[src/rtl/fetch_pkg.sv]
// Shared types for the dual-issue fetch sequencer.
// FSM states, issue-count encodings and the held-redirect record.
package fetch_pkg;

  typedef enum logic [1:0] {
    BOOT   = 2'd0,
    DUAL   = 2'd1,
    SINGLE = 2'd2,
    IMWAIT = 2'd3
  } fetch_state_e;

  localparam logic [1:0] ISSUE_NONE = 2'd0;
  localparam logic [1:0] ISSUE_ONE  = 2'd1;
  localparam logic [1:0] ISSUE_TWO  = 2'd2;

  localparam logic SLOT1 = 1'b0;
  localparam logic SLOT2 = 1'b1;

  typedef struct packed {
    logic        valid;
    logic        slot;
    logic [31:0] addr;
  } redirect_t;

endpackage

[src/rtl/fetch_redirect_buf.sv]
// Holds a redirect that arrives while instruction memory is stalled.
// A flush load beats a branch load; loads beat clear.
module fetch_redirect_buf
  import fetch_pkg::*;
(
  input  logic        CLK,
  input  logic        RESET,
  input  logic        i_ld_flush,
  input  logic [31:0] i_flush_addr,
  input  logic        i_ld_br,
  input  logic        i_br_slot,
  input  logic [31:0] i_br_addr,
  input  logic        i_clr,
  output redirect_t   o_pend
);

  redirect_t r_pend;

  always_ff @(posedge CLK or negedge RESET) begin
    if (!RESET) begin
      r_pend <= '0;
    end else if (i_ld_flush) begin
      r_pend <= '{valid: 1'b1, slot: SLOT1, addr: i_flush_addr};
    end else if (i_ld_br) begin
      r_pend <= '{valid: 1'b1, slot: i_br_slot, addr: i_br_addr};
    end else if (i_clr) begin
      r_pend <= '0;
    end
  end

  assign o_pend = r_pend;

endmodule

[src/rtl/if_fetch_ctrl.sv]
// Dual-issue fetch sequencer: drives IF-stage controls from decode,
// branch, flush and IM readiness; replays stalled redirects.
module if_fetch_ctrl
  import fetch_pkg::*;
#(
  parameter int BOOT_CYCLES = 2,
  parameter int CNT_W       = 32
) (
  input  logic             CLK,
  input  logic             RESET,
  input  logic [1:0]       issue_cnt,
  input  logic             br_taken1,
  input  logic             br_taken2,
  input  logic [31:0]      br_target,
  input  logic             flush,
  input  logic [31:0]      flush_addr,
  input  logic             imem_ready,
  output logic             single_fetch,
  output logic             fetch_null1,
  output logic             no_new_fetch,
  output logic             freeze,
  output logic             taken_branch1,
  output logic             taken_branch2,
  output logic [31:0]      redirect_addr,
  output logic [CNT_W-1:0] fetch_cnt,
  output logic [CNT_W-1:0] bubble_cnt
);

  localparam int BW = $clog2(BOOT_CYCLES + 1);

  fetch_state_e     r_state;
  fetch_state_e     w_next;
  fetch_state_e     r_resume;
  logic [BW-1:0]    r_boot_cnt;
  logic [CNT_W-1:0] r_fetch_cnt;
  logic [CNT_W-1:0] r_bubble_cnt;

  redirect_t  w_pend;
  logic [1:0] w_issue;
  logic       w_br;
  logic       w_br_slot;
  logic       w_run;
  logic       w_wait;
  logic       w_stall;
  logic       w_do_fl;
  logic       w_do_br;
  logic       w_do_pd;
  logic       w_redir;
  logic       w_hold;
  logic       w_adv;
  logic       w_boot_done;
  logic [1:0] w_fetch_inc;

  assign w_issue   = (issue_cnt == 2'd3) ? ISSUE_TWO : issue_cnt;
  assign w_br      = br_taken1 | br_taken2;
  assign w_br_slot = br_taken1 ? SLOT1 : SLOT2;
  assign w_run     = (r_state == DUAL) | (r_state == SINGLE);
  assign w_wait    = (r_state == IMWAIT);
  assign w_stall   = (w_run | w_wait) & ~imem_ready;
  assign w_do_fl   = (w_run | w_wait) & imem_ready & flush;
  assign w_do_br   = (w_run | w_wait) & imem_ready & ~flush & w_br;
  assign w_do_pd   = w_wait & imem_ready & ~flush & ~w_br & w_pend.valid;
  assign w_redir   = w_do_fl | w_do_br | w_do_pd;
  assign w_hold    = w_run & imem_ready & ~flush & ~w_br
                   & (w_issue == ISSUE_NONE);
  assign w_adv     = w_run & imem_ready & ~flush & ~w_br
                   & (w_issue != ISSUE_NONE);

  assign w_boot_done = (r_boot_cnt == BW'(BOOT_CYCLES - 1));

  // Redirects seen while IM is stalled are parked, not driven.
  fetch_redirect_buf u_rbuf (
    .CLK          (CLK),
    .RESET        (RESET),
    .i_ld_flush   (w_stall & flush),
    .i_flush_addr (flush_addr),
    .i_ld_br      (w_stall & w_br),
    .i_br_slot    (w_br_slot),
    .i_br_addr    (br_target),
    .i_clr        (w_wait & imem_ready),
    .o_pend       (w_pend)
  );

  always_ff @(posedge CLK or negedge RESET) begin
    if (!RESET) begin
      r_state  <= BOOT;
      r_resume <= DUAL;
    end else begin
      r_state <= w_next;
      if (w_run & w_stall)
        r_resume <= r_state;
    end
  end

  always_comb begin
    w_next = r_state;
    unique case (r_state)
      BOOT: begin
        if (w_boot_done)
          w_next = DUAL;
      end
      IMWAIT: begin
        if (w_redir)
          w_next = DUAL;
        else if (imem_ready)
          w_next = r_resume;
      end
      default: begin
        if (w_stall)
          w_next = IMWAIT;
        else if (w_redir)
          w_next = DUAL;
        else if (w_adv)
          w_next = ((r_state == DUAL) && (w_issue == ISSUE_ONE))
                 ? SINGLE : DUAL;
      end
    endcase
  end

  always_comb begin
    single_fetch  = (r_state == SINGLE) & ~w_redir;
    fetch_null1   = 1'b0;
    no_new_fetch  = (r_state == BOOT) | w_hold;
    freeze        = w_stall;
    taken_branch1 = 1'b0;
    taken_branch2 = 1'b0;
    redirect_addr = '0;
    unique case (1'b1)
      w_do_fl: begin
        taken_branch1 = 1'b1;
        fetch_null1   = 1'b1;
        redirect_addr = flush_addr;
      end
      w_do_br: begin
        taken_branch1 = br_taken1;
        taken_branch2 = ~br_taken1;
        redirect_addr = br_target;
      end
      w_do_pd: begin
        taken_branch1 = (w_pend.slot == SLOT1);
        taken_branch2 = (w_pend.slot == SLOT2);
        redirect_addr = w_pend.addr;
      end
      default: ;
    endcase
  end

  always_comb begin
    w_fetch_inc = 2'd0;
    if (w_redir)
      w_fetch_inc = w_do_fl ? 2'd1 : 2'd2;
    else if (w_adv)
      w_fetch_inc = (r_state == SINGLE) ? 2'd1 : 2'd2;
  end

  always_ff @(posedge CLK or negedge RESET) begin
    if (!RESET) begin
      r_boot_cnt   <= '0;
      r_fetch_cnt  <= '0;
      r_bubble_cnt <= '0;
    end else begin
      if (r_state == BOOT)
        r_boot_cnt <= r_boot_cnt + BW'(1);
      r_fetch_cnt <= r_fetch_cnt + CNT_W'(w_fetch_inc);
      if (no_new_fetch | freeze)
        r_bubble_cnt <= r_bubble_cnt + CNT_W'(1);
    end
  end

  assign fetch_cnt  = r_fetch_cnt;
  assign bubble_cnt = r_bubble_cnt;

endmodule

[config.mk]
export PLATFORM = sky130hd
export DESIGN_NAME = if_fetch_ctrl
export DESIGN_NICKNAME = d
export VERILOG_FILES = /design/src/rtl/fetch_pkg.sv /design/src/rtl/fetch_redirect_buf.sv /design/src/rtl/if_fetch_ctrl.sv
export SDC_FILE = /design/constraint.sdc
export NUM_CORES = 1
export LEC_CHECK = 0
export ABC_AREA = 1
export CORE_AREA = 2 2 171 89
export DETAILED_ROUTE_END_ITERATION = 12
export DIE_AREA = 0 0 173 91
export MAX_ROUTING_LAYER = met4
export PLACE_DENSITY = 0.75
export SYNTH_ARGS = -nofsm -noshare
export SYNTH_HDL_FRONTEND = slang
export SYNTH_SLANG_ARGS = --single-unit
[constraint.sdc]
create_clock -name CLK -period 2.9 [get_ports CLK]
set_input_delay 0.435 -clock CLK [delete_from_list [all_inputs] [get_ports CLK]]
set_output_delay 0.435 -clock CLK [all_outputs]
set_load 0.02 [all_outputs]
== Word level (Yosys, flattened, before mapping) ==
Index checks and enable logic that the tools add are counted.

* Bits in registers: 104
* Bits of input ports: 72
* Output and inout bits: 102
* Logic and storage cells: 78

* Add/subtract/negate cells: 3
* Equal/unequal tests: 8
* Muxes and demuxes: 21
* Bitwise operators: 31
* Reduce and logical (&&, ||, !) cells: 7

{| class="wikitable"
|+ Operator list
! kind !! number
|-
| 34-bit two-way mux || 3
|-
| 32-bit one-hot mux with 3 select lines || 1
|-
| 32-bit by 1-bit adder with 32-bit output (second input constant) || 1
|-
| 32-bit by 2-bit adder with 32-bit output || 1
|-
| 2-bit two-way mux || 12
|-
| 1-bit AND || 18
|-
| 1-bit OR || 7
|-
| 2-bit by 1-bit equality test with 1-bit output (second input constant) || 3
|-
| 2-bit equality test (second input constant) || 3
|-
| 1-bit inverter || 6
|-
| 5-bit nonzero test || 1
|-
| 2-bit logical NOT || 2
|-
| 2-bit one-hot mux with 2 select lines || 1
|-
| 3-bit by 2-bit != test with 1-bit output (second input constant) || 1
|-
| 1-bit one-hot mux with 3 select lines || 1
|-
| 3-bit AND reduction || 1
|-
| 3-bit nonzero test || 1
|-
| 2-bit by 1-bit adder with 2-bit output (second input constant) || 1
|-
| 1-bit two-way mux || 2
|-
| 2-bit != test (second input constant) || 1
|-
| 1-bit one-hot mux with 2 select lines || 1
|-
| 2-bit nonzero test || 1
|-
| 1-bit logical AND || 1
|}

== Logic depth before layout (Yosys ltp) ==
* Depth in word-level cells: 11
* Mapped depth: 17
* Mapped depth without buffers: 16

== By module ==
From an unflattened synthesis, not the netlist that was laid out.

* Cells, all modules: 983
* Area total of the unflattened synthesis: 6734.0 µm²

{| class="wikitable"
|+ By module, submodules not included
! module !! times used !! cells an instance !! area each (µm²) !! sequential area each (µm²)
|-
| if_fetch_ctrl || 1 || 701 || 4837.1 || 1752.9
|-
| fetch_redirect_buf || 1 || 282 || 1896.8 || 850.8
|}

== Worst setup path before layout ==
No wires, ideal clock.

* Path type: register -> register
* From: register r_state[0]
* To: register r_fetch_cnt[18] (netlist: fetch_cnt[18])
* Library setup time: 0.080 ns
* Arrival: 2.616 ns
* Data required time: 2.820 ns
* Slack: 0.204 ns
* Cell stages (with the launch flop): 18
* Buffers on the path: 1
* Period minus slack after synthesis: 2.696 ns
* Cells stage by stage: dfrtp_1 > inv_1 > ha_1 > nor2_4 > inv_1 > nor2_4 > inv_2 > buf_6 > o21ai_0 > ha_1 > fa_1 > nand3_2 > nor2_4 > nand2_4 > nor2_4 > nand2_2 > nor2_2 > xor2_1

* Word-level cells in the longest chain between the ends: 10
* Elaborated cells on any way between the ends: 24
* Classes of those cells: add/sub: 1; eq/ne: 3; mux: 4; bitwise: 16

{| class="wikitable"
|+ RTL lines
! item !! line !! text
|-
| start: declaration || if_fetch_ctrl.sv:31 || <nowiki>fetch_state_e r_state;</nowiki>
|-
| start signal: assignment || if_fetch_ctrl.sv:89 || <nowiki>r_state <= w_next;</nowiki>
|-
| 2-bit by 1-bit equality test with 1-bit output or 2-bit equality test (tied branches) || if_fetch_ctrl.sv:57, if_fetch_ctrl.sv:153 ||
|-
| 1-bit OR || if_fetch_ctrl.sv:57 || <nowiki>assign w_run = (r_state == DUAL) | (r_state == SINGLE);</nowiki>
|-
| 1-bit OR || if_fetch_ctrl.sv:60, if_fetch_ctrl.sv:61 ||
|-
| 1-bit AND || if_fetch_ctrl.sv:60, if_fetch_ctrl.sv:61 ||
|-
| 1-bit AND (2 in a row) || if_fetch_ctrl.sv:61 || <nowiki>assign w_do_br = (w_run | w_wait) & imem_ready & ~flush & w_br;</nowiki>
|-
| 1-bit OR (2 in a row) || if_fetch_ctrl.sv:63 || <nowiki>assign w_redir = w_do_fl | w_do_br | w_do_pd;</nowiki>
|-
| 2-bit two-way mux (*) || if_fetch_ctrl.sv:150 || <nowiki>if (w_redir)</nowiki>
|-
| 32-bit by 2-bit adder with 32-bit output (*) || if_fetch_ctrl.sv:164 || <nowiki>r_fetch_cnt <= r_fetch_cnt + CNT_W'(w_fetch_inc);</nowiki>
|-
| end signal: assignment || if_fetch_ctrl.sv:164 ||
|-
| end: declaration || if_fetch_ctrl.sv:35 || <nowiki>logic [CNT_W-1:0] r_fetch_cnt;</nowiki>
|}

Mark *: on every way between the ends. The rest lies on a longest branch, timed or not.
A chain may end at the register's enable or synchronous reset.

== Worst setup path in the final report ==
* From: register r_state[0]
* To: output single_fetch

* Word-level cells in the longest chain between the ends: 10
* Elaborated cells on any way between the ends: 17
* Classes of those cells: eq/ne: 3; bitwise: 14

{| class="wikitable"
|+ RTL lines
! item !! line !! text
|-
| 2-bit by 1-bit equality test with 1-bit output or 2-bit equality test (tied branches) || if_fetch_ctrl.sv:57, if_fetch_ctrl.sv:121 ||
|-
| 1-bit OR || if_fetch_ctrl.sv:57 ||
|-
| 1-bit OR || if_fetch_ctrl.sv:60, if_fetch_ctrl.sv:61 ||
|-
| 1-bit AND || if_fetch_ctrl.sv:60, if_fetch_ctrl.sv:61 ||
|-
| 1-bit AND (2 in a row) || if_fetch_ctrl.sv:61 ||
|-
| 1-bit OR (2 in a row) || if_fetch_ctrl.sv:63 ||
|-
| 1-bit inverter || if_fetch_ctrl.sv:121 || <nowiki>single_fetch = (r_state == SINGLE) & ~w_redir;</nowiki>
|-
| 1-bit AND (*) || if_fetch_ctrl.sv:121 ||
|-
| end: declaration || if_fetch_ctrl.sv:18 || <nowiki>output logic single_fetch,</nowiki>
|}

Marked as above.

==> metrics.csv <==
stage,metric,value,unit
status,status,finished clean,
sta,worstMarginPinSlew,1.09,ns
drt,drc,0,
drt,wirelength,19.4,mm
synth,synth_fp_nets,903,
placement,port_buffers,173,
clocking,cts_htree_levels,3,
synth,syn_avg_cell_area,7.67,um2
sta,slew_violations,0,
drt,vias,6323,
clocking,clock_latency,0.35,ns
synth,ys_seq_elements,104,
synth,ys_types,35,
clocking,cts_tree,built,
floorplan,rows,31,
floorplan,die_area,15700,um2
sta,skew,0.0122,ns
power_and_ir_drop,seqPwrFrac,0.388,
finish,finalCoreUtilization,0.614,
finish,areaGrowthSynthToFinish,38.4,%
synth,yosys.area.top_type,dfrtp_1,
clocking,cts_setup_buffers,0,
sta,rsz0062_at_grt,no,
sta,setup_violations,0,
synth,synth_ff_type,dfrtp_1,
setup_path,rr_startpoint,r_state[0]$_DFFE_PN0P_,
finish,drive_above_1_share,0.0853,
sta,worst_hold_slack,0.153,ns
setup_path,reg2reg_slack,0.18,ns
finish,diodes,0,
placement,place_inst,1202,
power_and_ir_drop,powerDensity,634,nW/um2
setup_path,cp.arrival,2.37,ns
setup_path,end_kind,output pin,
power_and_ir_drop,internal-power,3.44,mW
sta,fin_crit_sh,0.968,
clocking,clock-sinks,104,
synth,yosys-top-cells-area,"dfrtp_1, nand2_1, o221ai_1, inv_1, nor2_1",
sta,slew_headroom,0.274,
synth,syn_inst,822,
global_route,grt_pass1_wl,31.2,mm
setup_path,cp_top_family,buffers and inverters,
placement,gp_congestion,0.942,
setup_path,critical_path_class,flip-flop to output pin,
synth,synth_warnings,0,
synth,synth_area,6300,um2
synth,synth_top_cell_area_share,0.409,
power_and_ir_drop,switching_power,2.10,mW
setup_path,slowest_delay,0.63,ns
finish,fin_cells,1218,
synth,yosysSeqAreaShare,0.413,
floorplan,die_x,173,um
setup_path,rr_worst_depth,15,
clocking,cts_buffers,9,
sta,min_period,2.81,ns
clocking,clockBufferDepth,2,
global_route,grt_pass1_vias,5772,
power_and_ir_drop,clockPowerShare,0.232,
setup_path,r2r_end,fetch_cnt[18]$_DFF_PN0_,
sta,setup_tns,0,ns
finish,nets,1096,
clocking,cts_root_buf,clkbuf_16,
worst_hold_path,worstHoldPathType,primary input to async pin,
placement,hpwl,14.8,mm
floorplan,dieHeight,91,um
drt,drtPass1Iterations,6,
synth,async_reset_ff_frac,1.00,
drt,via_per_inst,5.19,
floorplan,initial_core_util,0.444,
sta,fmax,0.356,GHz
floorplan,num_io_pins,174,
power_and_ir_drop,pwr-share-comb,0.380,
sta,hold_viol_final,0,
setup_path,crit_fanout,7,
power_and_ir_drop,p_sw_frac,0.379,
drt,first_iter_violations,556,
global_route,antenna_found_initial,0,
drt,ant_nets,0,
job,cap_violations,0,
setup_path,cp_slowest_cell,clkdlybuf4s50_1,
setup_path,startpoint_type,flip-flop,
global_route,grt_max_degree,62,
clocking,clkSlewWorstSetupHoldPaths,0.08,ns
setup_path,crit_path_cell_trace,ha_1 > nand2_1 > inv_1 > nand3_1 > buf_4 > and3_1 > clkdlybuf4s50_1,
global_route,grt-ovfl-total,0,
power_and_ir_drop,leakage,4.14,nW
floorplan,core,14200,um2
setup_path,critPathBufInv,3,
synth,synth_enable_flop_cells,0,
drt,drt-wirelength-per-cell,15.9,um
global_route,grt_use_total,0.256,
power_and_ir_drop,vdd_drop_max,0.382,mV
setup_path,crit_required,2.47,ns
## worst max path at each step
stage	startpoint	to	slack, ns	depth (start not counted)
after floorplan	r_state[0]$_DFFE_PN0P_	fetch_cnt[18]$_DFF_PN0_	0.20	17
after global placement	imem_ready	fetch_cnt[18]$_DFF_PN0_	-0.08	15
after detailed placement	imem_ready	fetch_cnt[25]$_DFF_PN0_	-0.17	14
after CTS	r_state[0]$_DFFE_PN0P_	no_new_fetch	0.02	8
after global routing	br_taken1	single_fetch	0.02	7
final	r_state[0]$_DFFE_PN0P_	single_fetch	0.09	7
## worst reg2reg max path: cells and delay by family (launching register included)
family / cells / cell delay (ns)
simple gates: 9 / 1.04
fa+ha+maj: 3 / 0.75
flops: 1 / 0.40
compound gates: 1 / 0.19
xor+xnor: 1 / 0.16
buf+inv: 1 / 0.12
## cells in the mapped netlist, types with 2 or more instances
| library cell | instances |
|---|---|
| and3_1 | 2 |
| nand2_2 | 11 |
| inv_1 | 126 |
| nor3_2 | 4 |
| nand3_1 | 23 |
| xor2_1 | 24 |
| ha_1 | 8 |
| o22ai_1 | 3 |
| nand4_1 | 14 |
| xnor2_1 | 19 |
| nor2_2 | 5 |
| nor2_4 | 5 |
| nor2_1 | 75 |
| nand3b_1 | 10 |
| o221ai_1 | 65 |
| nand3_2 | 3 |
| o21ai_0 | 13 |
| nor3_1 | 12 |
| dfrtp_1 | 103 |
| buf_6 | 8 |
| nand2_1 | 261 |
| buf_2 | 5 |
| inv_2 | 4 |
| clkbuf_1 | 8 |
## logic make-up (layout without fill, tap and decap cells)
family / after synthesis / in the layout / share of synthesized area
and+or+nand+nor: 428 / 428 / 0.297
buffers and inverters: 153 / 351 / 0.104
DFF: 104 / 104 / 0.413
AOI/OAI and AO/OA: 85 / 85 / 0.108
xor gates and xnor gates: 43 / 43 / 0.0597
adders and majority gates: 9 / 9 / 0.0191
## layout by cell type (no fill, tap or decap), types with 2 or more instances in the layout
| master | instances |
|---|---|
| nand3b_1 | 10 |
| inv_1 | 126 |
| xnor2_1 | 19 |
| clkbuf_16 | 9 |
| nor2_4 | 5 |
| nor2_2 | 5 |
| o22ai_1 | 3 |
| ha_1 | 7 |
| nand3_1 | 23 |
| nand2_2 | 11 |
| dlymetal6s2s_1 | 2 |
| dfrtp_1 | 103 |
| nand4_1 | 14 |
| o21ai_1 | 2 |
| nor3_1 | 12 |
| buf_12 | 6 |
| nand3_2 | 3 |
| dlygate4sd2_1 | 33 |
| and3_1 | 2 |
| clkinvlp_4 | 2 |
| nor2_1 | 75 |
| o21ai_0 | 12 |
| o221ai_1 | 65 |
| nand2_1 | 261 |
| buf_4 | 27 |
| nor3_2 | 4 |
| xor2_1 | 24 |
| inv_2 | 4 |
| clkdlybuf4s50_1 | 137 |
## registers in the layout, indices dropped and copies added, names as in the netlist
signal / count
r_resume: 2
bubble_cnt: 32
r_state: 2
fetch_cnt: 32
r_boot_cnt: 2
u_rbuf.o_pend: 34
## per-layer routing
layer  part of all wire  track usage  vias to the layer above
met5                  0            -                        -
li1                   -            -                     3044
met4              0.014       0.0445                        0
met2               0.38        0.321                      294
met1               0.51        0.404                     2955
met3              0.097       0.0674                       30
## stage by stage
stage / total power, mW / worst slack, ns / area [um2]
after CTS: 5.53 / 0.0153 / 8700
after detailed placement: 4.28 / -0.166 / 8430
after floorplan: 3.39 / 0.204 / 6300
after global routing: 5.86 / 0.0166 / 8720
after global placement: 4.25 / -0.0761 / 8430
final: 5.53 / 0.0928 / 8720
## power groups by stage
| stage | registers [mW] | clock network (mW) | logic, mW |
|---|---|---|---|
| after CTS | 2.14 | 1.31 | 2.07 |
| after floorplan | 2.22 | 0 | 1.17 |
| after global placement | 2.16 | 0 | 2.09 |
| final | 2.14 | 1.29 | 2.10 |
| after detailed placement | 2.15 | 0 | 2.12 |
| after global routing | 2.20 | 1.37 | 2.30 |
## area by class of cell
| class | instances | area (um2) |
|---|---|---|
| multi-input combinational | 565 | 3060 |
| sequential | 104 | 2600 |
| tap | 198 | 248 |
| inverter | 130 | 488 |
| fill | 1296 | 5470 |
| clock buffer | 10 | 239 |
| timing repair buffer | 205 | 2010 |
| clock inverter | 6 | 73.8 |
## what timing repair did
item                       in CTS  in global routing
hold buffers                    0                  0
setup endpoints to repair      33                 14
resized for setup              33                  5
pin swaps                       0                  0
No activity file was read; power rests on OpenSTA's default activity.
